===== config.mk =====
export PLATFORM = sky130hd
export DESIGN_NAME = tone_sequencer
export DESIGN_NICKNAME = d
export VERILOG_FILES = /design/src/rtl/tone_sequencer.sv
export SDC_FILE = /design/constraint.sdc
export NUM_CORES = 1
export LEC_CHECK = 0
export ABC_AREA = 1
export CORE_MARGIN = 3
export CORE_UTILIZATION = 57
export CTS_CLUSTER_SIZE = 12
export DETAILED_ROUTE_END_ITERATION = 8
export PLACE_DENSITY = 0.8
export SLEW_MARGIN = 15
export SYNTH_ARGS = -nofsm -noshare
export SYNTH_HDL_FRONTEND = slang
export SYNTH_SLANG_ARGS = --single-unit

===== constraint.sdc =====
create_clock -name sys_clk -period 6.2 [get_ports sys_clk]
set_input_delay 0.93 -clock sys_clk [delete_from_list [all_inputs] [get_ports sys_clk]]
set_output_delay 0.93 -clock sys_clk [all_outputs]
set_load 0.1 [all_outputs]

===== src/rtl/tone_sequencer.sv =====
// Melody controller: walks a 16-entry note ROM and feeds divider/enable to the PWM tone generator.
// Optional key override (pause and play keys live) when TONE_SEQ_KEY_OVERRIDE_EN is defined.
module tone_sequencer #(
   parameter int BEAT_CYCLES = 12_500_000,
   parameter int GAP_CYCLES  = 1_250_000
) (
   input  logic        sys_clk,
   input  logic        rst_n,
   input  logic        start,
   input  logic        stop,
   input  logic        loop_en,
`ifdef TONE_SEQ_KEY_OVERRIDE_EN
   input  logic [3:0]  key,
`endif
   output logic [17:0] note_div,
   output logic        beep_en,
   output logic        busy,
   output logic [3:0]  note_idx,
   output logic        done
);

   localparam int NOTE_MAX = 4 * BEAT_CYCLES;
   localparam int MAX_CNT  = (NOTE_MAX > GAP_CYCLES) ? NOTE_MAX : GAP_CYCLES;
   localparam int CNT_W    = $clog2(MAX_CNT + 1);
   localparam logic [CNT_W-1:0] GAP_LAST = (GAP_CYCLES > 0) ? CNT_W'(GAP_CYCLES - 1) : '0;

   typedef enum logic [1:0] {S_IDLE, S_NOTE, S_GAP} state_t;

   state_t            state_reg, state_next;
   logic [CNT_W-1:0]  cnt_reg, cnt_next;
   logic [3:0]        idx_reg, idx_next;
   logic [17:0]       div_reg, div_next;
   logic              beep_reg, beep_next;
   logic              busy_reg, busy_next;
   logic              done_reg, done_next;
   logic              pause;
   logic              key_active;
   logic [17:0]       key_div;

   function automatic logic [2:0] rom_pitch(input logic [3:0] idx);
      case (idx)
         4'd0:  return 3'd1;
         4'd1:  return 3'd2;
         4'd2:  return 3'd3;
         4'd3:  return 3'd4;
         4'd4:  return 3'd5;
         4'd5:  return 3'd6;
         4'd6:  return 3'd7;
         4'd7:  return 3'd0;
         4'd8:  return 3'd7;
         4'd9:  return 3'd6;
         4'd10: return 3'd5;
         4'd11: return 3'd4;
         4'd12: return 3'd3;
         4'd13: return 3'd2;
         default: return 3'd1;
      endcase
   endfunction

   function automatic logic [1:0] rom_dur(input logic [3:0] idx);
      return (idx == 4'd15) ? 2'b00 : 2'b01;
   endfunction

   function automatic logic [17:0] pitch_div(input logic [2:0] pitch);
      case (pitch)
         3'd1:    return 18'd190_839;
         3'd2:    return 18'd170_067;
         3'd3:    return 18'd151_514;
         3'd4:    return 18'd143_265;
         3'd5:    return 18'd127_550;
         3'd6:    return 18'd113_635;
         3'd7:    return 18'd101_214;
         default: return 18'd0;
      endcase
   endfunction

   // Last count value of a note; duration code 00 encodes the longest (4-beat) note.
   function automatic logic [CNT_W-1:0] note_last(input logic [1:0] dur);
      int beats;
      beats = (dur == 2'b00) ? 4 : int'(dur);
      return CNT_W'(beats * BEAT_CYCLES - 1);
   endfunction

`ifdef TONE_SEQ_KEY_OVERRIDE_EN
   always_comb begin
      key_div = 18'd0;
      case (key)
         4'b0111: key_div = pitch_div(3'd1);
         4'b1011: key_div = pitch_div(3'd2);
         4'b1101: key_div = pitch_div(3'd3);
         4'b1110: key_div = pitch_div(3'd4);
         4'b0011: key_div = pitch_div(3'd5);
         4'b0101: key_div = pitch_div(3'd6);
         4'b0110: key_div = pitch_div(3'd7);
         default: key_div = 18'd0;
      endcase
   end
   assign key_active = (key != 4'b1111);
`else
   assign key_div    = 18'd0;
   assign key_active = 1'b0;
`endif

   assign pause = key_active && (state_reg != S_IDLE);

   always_comb begin
      state_next = state_reg;
      cnt_next   = cnt_reg;
      idx_next   = idx_reg;
      done_next  = 1'b0;
      div_next   = 18'd0;
      beep_next  = 1'b0;
      busy_next  = 1'b0;

      if (stop) begin
         state_next = S_IDLE;
         cnt_next   = '0;
         idx_next   = 4'd0;
      end else begin
         case (state_reg)
            S_IDLE: begin
               if (start) begin
                  state_next = S_NOTE;
                  cnt_next   = '0;
                  idx_next   = 4'd0;
               end
            end
            S_NOTE, S_GAP: begin
               if (!pause) begin
                  if (state_reg == S_NOTE && cnt_reg != note_last(rom_dur(idx_reg))) begin
                     cnt_next = cnt_reg + 1'b1;
                  end else if (state_reg == S_NOTE && GAP_CYCLES > 0) begin
                     state_next = S_GAP;
                     cnt_next   = '0;
                  end else if (state_reg == S_GAP && cnt_reg != GAP_LAST) begin
                     cnt_next = cnt_reg + 1'b1;
                  end else begin
                     // End of the note's slot: advance, wrap, or finish the song.
                     cnt_next = '0;
                     if (idx_reg != 4'd15) begin
                        state_next = S_NOTE;
                        idx_next   = idx_reg + 4'd1;
                     end else if (loop_en) begin
                        state_next = S_NOTE;
                        idx_next   = 4'd0;
                     end else begin
                        state_next = S_IDLE;
                        idx_next   = 4'd0;
                        done_next  = 1'b1;
                     end
                  end
               end
            end
            default: begin
               state_next = S_IDLE;
               cnt_next   = '0;
               idx_next   = 4'd0;
            end
         endcase
      end

      busy_next = (state_next != S_IDLE);
      if (state_next == S_NOTE) begin
         div_next  = pitch_div(rom_pitch(idx_next));
         beep_next = (div_next != 18'd0);
      end
      if (key_active && !stop) begin
         div_next  = key_div;
         beep_next = (key_div != 18'd0);
      end
   end

   always_ff @(posedge sys_clk or negedge rst_n) begin
      if (!rst_n) begin
         state_reg <= S_IDLE;
         cnt_reg   <= '0;
         idx_reg   <= 4'd0;
         div_reg   <= 18'd0;
         beep_reg  <= 1'b0;
         busy_reg  <= 1'b0;
         done_reg  <= 1'b0;
      end else begin
         state_reg <= state_next;
         cnt_reg   <= cnt_next;
         idx_reg   <= idx_next;
         div_reg   <= div_next;
         beep_reg  <= beep_next;
         busy_reg  <= busy_next;
         done_reg  <= done_next;
      end
   end

   assign note_div = div_reg;
   assign beep_en  = beep_reg;
   assign busy     = busy_reg;
   assign note_idx = idx_reg;
   assign done     = done_reg;

endmodule


==> summary.md, run 1 <==
| Metric | Value |
|---|---|
| H-tree Lvls | `2` |
| Clk_skew | `0.00810 ns` |
| Area Overhead vs Synth | `14.7%` |
| NetSw | `0.000698 W` |
| Clk_lat worst skew | `0.31 ns` |
| Unrepaired setup endpoints after global routing | `false` |
| Vias in the first global route | `2422` |
| Drt drc | `0` |
| Synth area leader | `dfrtp_1` |
| Max frequency | `0.334 GHz` |
| Core area | `4940 um2` |
| Initial Util | `61.5%` |
| Setup ws final | `3.20 ns` |
| 1st-iter DRT viols | `220` |
| Routability cong. | `0.920` |
| Yosys top cell area share | `42.8%` |
| Seq. cell area | `1300 um2` |
| Worst-path fanout max | `10` |
| Warnings, synthesis | `0` |
| Sequential share of power | `30.8%` |
| Final min period | `3.00 ns` |
| Detail Placement HPWL | `4900 um` |
| Area occupied by multi-input gates | `1490 um2` |
| Post-Syn Instances | `372` |
| First drt pass iteration count | `5` |
| Worst EP arrival | `3.23 ns` |
| Syn_nets | `386` |
| Pwr dens | `380 nW/um2` |
| Initial antenna violation count | `0` |
| Avg WL per Cell | `14.2 um` |
| Cell area after synthesis | `3040 um2` |
| Final hold vios | `0` |
| CTS tree | `done` |
| Setup violators final | `0` |
| Leakage | `1.59 nW` |
| Ant diodes | `0` |
| Die W | `79.1 um` |
| Cell-internal power | `0.000628 W` |
| Global-route wire length before repair | `11500 um` |
| Cts repair resizes | `0` |
| Row Count | `25` |
| Placed cell count | `464` |
| Num CTS Buffers | `5` |
| Total gr overflow | `0` |
| CTS max path bufs | `2` |
| Worst vdd ir | `0.281 mV` |
| Total Power | `0.00133 W` |
| Die Ht | `79.1 um` |
| Synth unique cells | `33` |
| Fillers | `427` |
| Finished Layout Cells | `472` |
| Count of final max-slew check failures | `0` |
| Top-level I/O count | `30` |
| Ranking of synthesized cells by area | `dfrtp_1 (43%), nand2_1 (8.1%), inv_1 (6.4%), nor2_1 (4.7%), xor2_1 (3.7%)` |
| Register area share after synthesis | `42.8%` |
| Final net count | `418` |
| Synth Register Bits | `52` |
| Worst relative slew slack | `34.1%` |
| Worst-path clk slew | `0.10 ns` |
| Sink Count | `52` |
| Placement-stage cell area | `3390 um2` |
| Slew at the pin with the worst max-slew slack | `0.986 ns` |
| Min-Delay Path Class | `flip-flop to flip-flop` |
| Avg Inst Size Synth | `8.18 um2` |
| Ys flop type | `dfrtp_1` |
| Max-cap violations | `0` |
| Pin count of the biggest net entering global routing | `53` |
| Max reg flops | `26` |
| CP required | `6.43 ns` |
| Routed wire length | `6680 um` |
| Most frequent cell after synthesis | `nand2_1` |
| Logic pwr share | `53.6%` |
| Clock root buffer | `clkbuf_8` |
| Tcrit/Tclk final | `48.4%` |
| Fin area | `3490 um2` |
| Die area | `6250 um2` |
| Via density | `5.37` |
| Port bufs | `29` |
| Fin Setup TNS | `0 ns` |
| Vias | `2535` |
| All-Layer GR Usage | `23.1%` |
| Post-CTS Setup Bufs | `0` |
| Post-route ant nets | `0` |
| Crit path launch type | `primary input` |
| Number of flops mapped to enable cells by yosys | `0` |
| Status | `finished, final reports clean` |
| Hold-fix buffers at CTS | `0` |
| Share of cells above drive strength 1 | `13.6%` |
| Sw Share | `52.7%` |
| Clock power share | `15.6%` |
| Synth top cells by count | `nand2_1 (66), dfrtp_1 (52), inv_1 (52), nor2_1 (38), nand3_1 (21)` |
| Ys async rst share | `100%` |
| Critical path class | `primary input to flip-flop` |
| Place WS | `2.91 ns` |
| CP Capture Type | `flip-flop` |
layout make-up:
class,instances,area share (%)
Sequential cell,52,37.3
Tap cell,67,2.40
Clock buffer,5,1.97
Inverter,60,6.45
Multi-Input combinational cell,255,42.7
Clock inverter,3,0.753
Timing Repair Buffer,30,8.39
layer usage:
metal / track usage (%) / part of all wire, %
met1: 34.4 / 49
met2: 34.3 / 45
met3: 3.74 / 4.5
met4: 8.08 / 1.2
met5: 0 / 0
power by group through the flow:
| stage | Clock [W] | Sequential [W] | Combinational (W) |
|---|---|---|---|
| floorplan | 0 | 0.000711 | 0.000256 |
| global placement | 0 | 0.000414 | 0.000703 |
| detailed placement | 0 | 0.000416 | 0.000709 |
| CTS | 0.000210 | 0.000409 | 0.000711 |
| global route | 0.000224 | 0.000414 | 0.000751 |
| finish | 0.000206 | 0.000409 | 0.000711 |
cell usage in the layout, fill, tap and decap left out, drive strengths merged, types with 13 or more instances in the layout:
master         Yosys  routed
dfrtp             52      52
clkdlybuf4s50      0      28
inv               59      60
xor2              13      13
o22ai             14      14
nor2              43      43
o21ai             19      19
nand2             88      88
nand3             26      26
a21oi             14      14
logic make-up after synthesis:
family | after synthesis | synth area share, %
adder cells (fa/ha/maj) | 9 | 3.70
AO/OA/AOI/OAI | 53 | 10.2
XOR/XNOR | 13 | 3.74
buffers and inverters | 65 | 8.19
AND/OR/NAND/NOR | 180 | 31.3
flip-flops | 52 | 42.8
metrics by stage:
stage,utilization (%),hold WS [ns]
3_3_place_gp,68.7,0.550
2_1_floorplan,-,0.510
6_report,70.6,0.584
5_1_grt,70.6,0.612
3_5_place_dp,68.7,0.565
4_1_cts,70.6,0.589
worst max-delay path, stage by stage:
cell	delay (ns)
clkdlybuf4s50_1	0.46
nor2_2	0.52
o21ai_2	0.21
inv_1	0.21
ha_1	0.28
nand2_2	0.09
nand2_4	0.08
inv_2	0.09
nand2_4	0.06
nand2_2	0.06
nand2_2	0.06
a21oi_1	0.17
final timing paths:
| check | startpoint | to | slack, ns | depth (start not counted) |
|---|---|---|---|---|
| max | stop | note_div[10] | 3.20 | 12 |
| min | cnt_reg[24] | cnt_reg[24] | 0.58 | 2 |
| max reg2reg | state_reg[1] | note_div[10] | 3.32 | 17 |
| min reg2reg | cnt_reg[24] | cnt_reg[24] | 0.58 | 2 |
| max in group asynchronous | rst_n | note_idx[1] | 5.04 | 2 |
| min in group asynchronous | rst_n | cnt_reg[20] | 0.73 | 2 |
Note: power is estimated with default switching activity, not from simulation.
==> inputs of run 2 (changes only) <==
CORE_UTILIZATION = 52   (was 57)
PLACE_DENSITY = 0.77   (was 0.8)
clock period = 2.7 ns   (was 6.2 ns; I/O delays follow)
==> run 2 against run 1 <==
The flow now finishes with violations (negative hold slack). Critical path depth increased by 8. Core utilization decreased by 5.2 points. Largest power group unchanged. Final area increased by 4.4%. Final cell count increased by 5.5%. Highest routed layer unchanged.
==> summary.md, run 2 (synthesized netlist as in run 1, its figures left out) <==
| Metric | Value |
|---|---|
| 1st-iter DRT viols | `213 (was 220)` |
| Violated checks | `negative hold slack` |
| Pwr dens | `862 nW/um2 (was 380 nW/um2)` |
| Area Overhead vs Synth | `19.8% (was 14.7%)` |
| Top-level I/O count | `30 (unchanged)` |
| Share of cells above drive strength 1 | `27.0% (was 13.6%)` |
| CP Capture Type | `flip-flop (unchanged)` |
| Drt drc | `0 (unchanged)` |
| Worst path top cell family by delay | `simple AND/OR/NAND/NOR gates (unchanged)` |
| Slew at the pin with the worst max-slew slack | `0.359 ns (was 0.986 ns)` |
| Clk_lat worst skew | `0.31 ns (about the same)` |
| Worst-path fanout max | `5 (was 10)` |
| All-Layer GR Usage | `22.1% (was 23.1%)` |
| Status | `finished with violations (was finished, final reports clean)` |
| Die W | `82.5 um (was 79.1 um)` |
| Max reg flops | `26 (unchanged)` |
| Final min period | `2.50 ns` |
| Max frequency | `0.400 GHz` |
| Commonest non-fill, non-tap cell in the layout | `nand2_1 (unchanged)` |
| Pin count of the biggest net entering global routing | `26 (was 53)` |
| Crit path launch type | `flip-flop (was primary input)` |
| Setup violators final | `0 (unchanged)` |
| Crit path cell chain | `inv_2, nand2_1, nor2_1, nand2_1, nor2_2, nand2_2, nand2_4, nand3_1, nand2_2, nor2_1, o21ai_2, inv_2, ha_1, nand2_2, nand2_4, inv_2, nand2_4, nand2_2, nand2_2, a21oi_1 (was clkdlybuf4s50_1, nor2_2, o21ai_2, inv_1, ha_1, nand2_2, nand2_4, inv_2, nand2_4, nand2_2, nand2_2, a21oi_1)` |
| Tcrit/Tclk final | `92.7%` |
| Avg WL per Cell | `13.6 um (was 14.2 um)` |
| Die area | `6800 um2 (was 6250 um2)` |
| Critical path buffer and inverter count | `3 (unchanged)` |
| Max-cap violations | `0 (unchanged)` |
| Critical path class | `flip-flop to flip-flop (was primary input to flip-flop)` |
| Worst EP arrival | `2.74 ns (was 3.23 ns)` |
| Worst vdd ir | `0.712 mV (was 0.281 mV)` |
| Most frequent cells in the layout | `nand2_1 (65), dfrtp_1 (49), inv_1 (48), buf_4 (46), nor2_1 (36) (was nand2_1 (66), inv_1 (52), dfrtp_1 (52), nor2_1 (38), clkdlybuf4s50_1 (28))` |
| Row Count | `27 (was 25)` |
| Total gr overflow | `0 (unchanged)` |
| Ant diodes | `0 (unchanged)` |
| Routability cong. | `0.925 (was 0.920)` |
| Num CTS Buffers | `5 (unchanged)` |
| Final hold slack | `-0.00472 ns (was 0.584 ns)` |
| Final net count | `439 (was 418)` |
| Port bufs | `29 (unchanged)` |
| Detail Placement HPWL | `5260 um (was 4900 um)` |
| H-tree Lvls | `2 (unchanged)` |
| Vias in the first global route | `2540 (was 2422)` |
| Slowest CP cell | `dfrtp_1 (was nor2_2)` |
| Count of final max-slew check failures | `0 (unchanged)` |
| Final hold vios | `11 (was 0)` |
| Vias | `2627 (was 2535)` |
| Routed wire length | `6760 um (was 6680 um)` |
| Leakage | `1.73 nW (was 1.59 nW)` |
| Place WS | `0.00726 ns (was 2.91 ns)` |
| Min-Delay Path Class | `primary input to async pin (was flip-flop to flip-flop)` |
| Unrepaired setup endpoints after global routing | `true (was false)` |
| Clk_skew | `0.00924 ns (was 0.00810 ns)` |
| Worst-path clk slew | `0.10 ns (about the same)` |
| Sink Count | `52 (unchanged)` |
| Most common cell on crit path | `nand2_2 (unchanged)` |
| Fillers | `473 (was 427)` |
| CTS max path bufs | `2 (unchanged)` |
| Die Ht | `82.5 um (was 79.1 um)` |
| Clock root buffer | `clkbuf_8 (unchanged)` |
| Biggest cell delay along the critical path | `0.42 ns (was 0.52 ns)` |
| Initial Util | `54.6% (was 61.5%)` |
| Core area | `5570 um2 (was 4940 um2)` |
| CP required | `2.94 ns (was 6.43 ns)` |
| Setup ws final | `0.198 ns (was 3.20 ns)` |
| Worst relative slew slack | `75.9% (was 34.1%)` |
| Flop2flop setup slack | `0.20 ns (was 3.32 ns)` |
| Post-route ant nets | `0 (unchanged)` |
| Global-route wire length before repair | `11500 um (about the same)` |
| CTS tree | `done (unchanged)` |
| Initial antenna violation count | `0 (unchanged)` |
| First drt pass iteration count | `5 (unchanged)` |
| Via density | `5.28 (was 5.37)` |
-- run 2: layout make-up --
type                    instances  area, um2  area share, %
inverters                      60        228           6.25
repair buffers                 50        380           10.4
clock buffers                   5       68.8           1.89
multi-input cells             256       1530           41.8
clock inverters                 3       47.5           1.30
flip-flops and latches         52       1310           35.8
well taps                      72       90.1           2.47
-- run 2: routing by layer --
| layer | wire, um | global-route usage (%) | vias up |
|---|---|---|---|
| li1 | - | - | 1319 |
| met1 | 3130 | 30.6 | 1238 |
| met2 | 3240 | 35.4 | 60 |
| met3 | 261 | 3.80 | 10 |
| met4 | 121 | 6.98 | 0 |
| met5 | 0 | 0 | - |
-- run 2: per-stage QoR --
step | utilization (%) | setup TNS [ns] | total power (W) | std cells | instance area, um2
floorplan | - | 0 | 0.00222 | 372 | 3040
global placement | 61.5 | 0 | 0.00254 | 481 | 3430
detailed placement | 61.5 | 0 | 0.00257 | 481 | 3430
CTS | 63.6 | 0 | 0.00312 | 489 | 3550
global route | 65.4 | -0.148 | 0.00331 | 498 | 3640
finish | 65.4 | 0 | 0.00314 | 498 | 3640
-- run 2: final timing paths --
check | startpoint | depth (start not counted) | to
min reg2reg | cnt_reg[18] | 2 | cnt_reg[18]
min | rst_n | 1 | cnt_reg[4]
min in group sys_clk | cnt_reg[18] | 2 | cnt_reg[18]
max in group asynchronous | rst_n | 2 | cnt_reg[24]
max | cnt_reg[21] | 20 | note_div[10]
max reg2reg | cnt_reg[21] | 20 | note_div[10]
-- run 2: what timing repair did --
action,4_1_cts,5_1_grt
hold endpoints to repair,0,0
endpoints found under the setup margin,0,18
setup buffers,0,8
hold buffers,0,0
gates resized for setup,0,15
-- run 2: report_power, final --
part,total (W),internal (W),switching [W]
sequential,0.000941,0.000890,0.0000509
combinational,0.00165,0.000379,0.00128
clock,0.000545,0.000279,0.000266
-- run 2: worst register-to-register path: stages (launching register included) --
cell	delay, ns
dfrtp_1	0.42
inv_2	0.08
nand2_1	0.05
nor2_1	0.12
nand2_1	0.07
nor2_2	0.11
nand2_2	0.09
nand2_4	0.10
nand3_1	0.08
nand2_2	0.07
nor2_1	0.05
o21ai_2	0.23
inv_2	0.10
ha_1	0.31
nand2_2	0.09
nand2_4	0.08
inv_2	0.09
nand2_4	0.06
nand2_2	0.06
nand2_2	0.07
a21oi_1	0.11
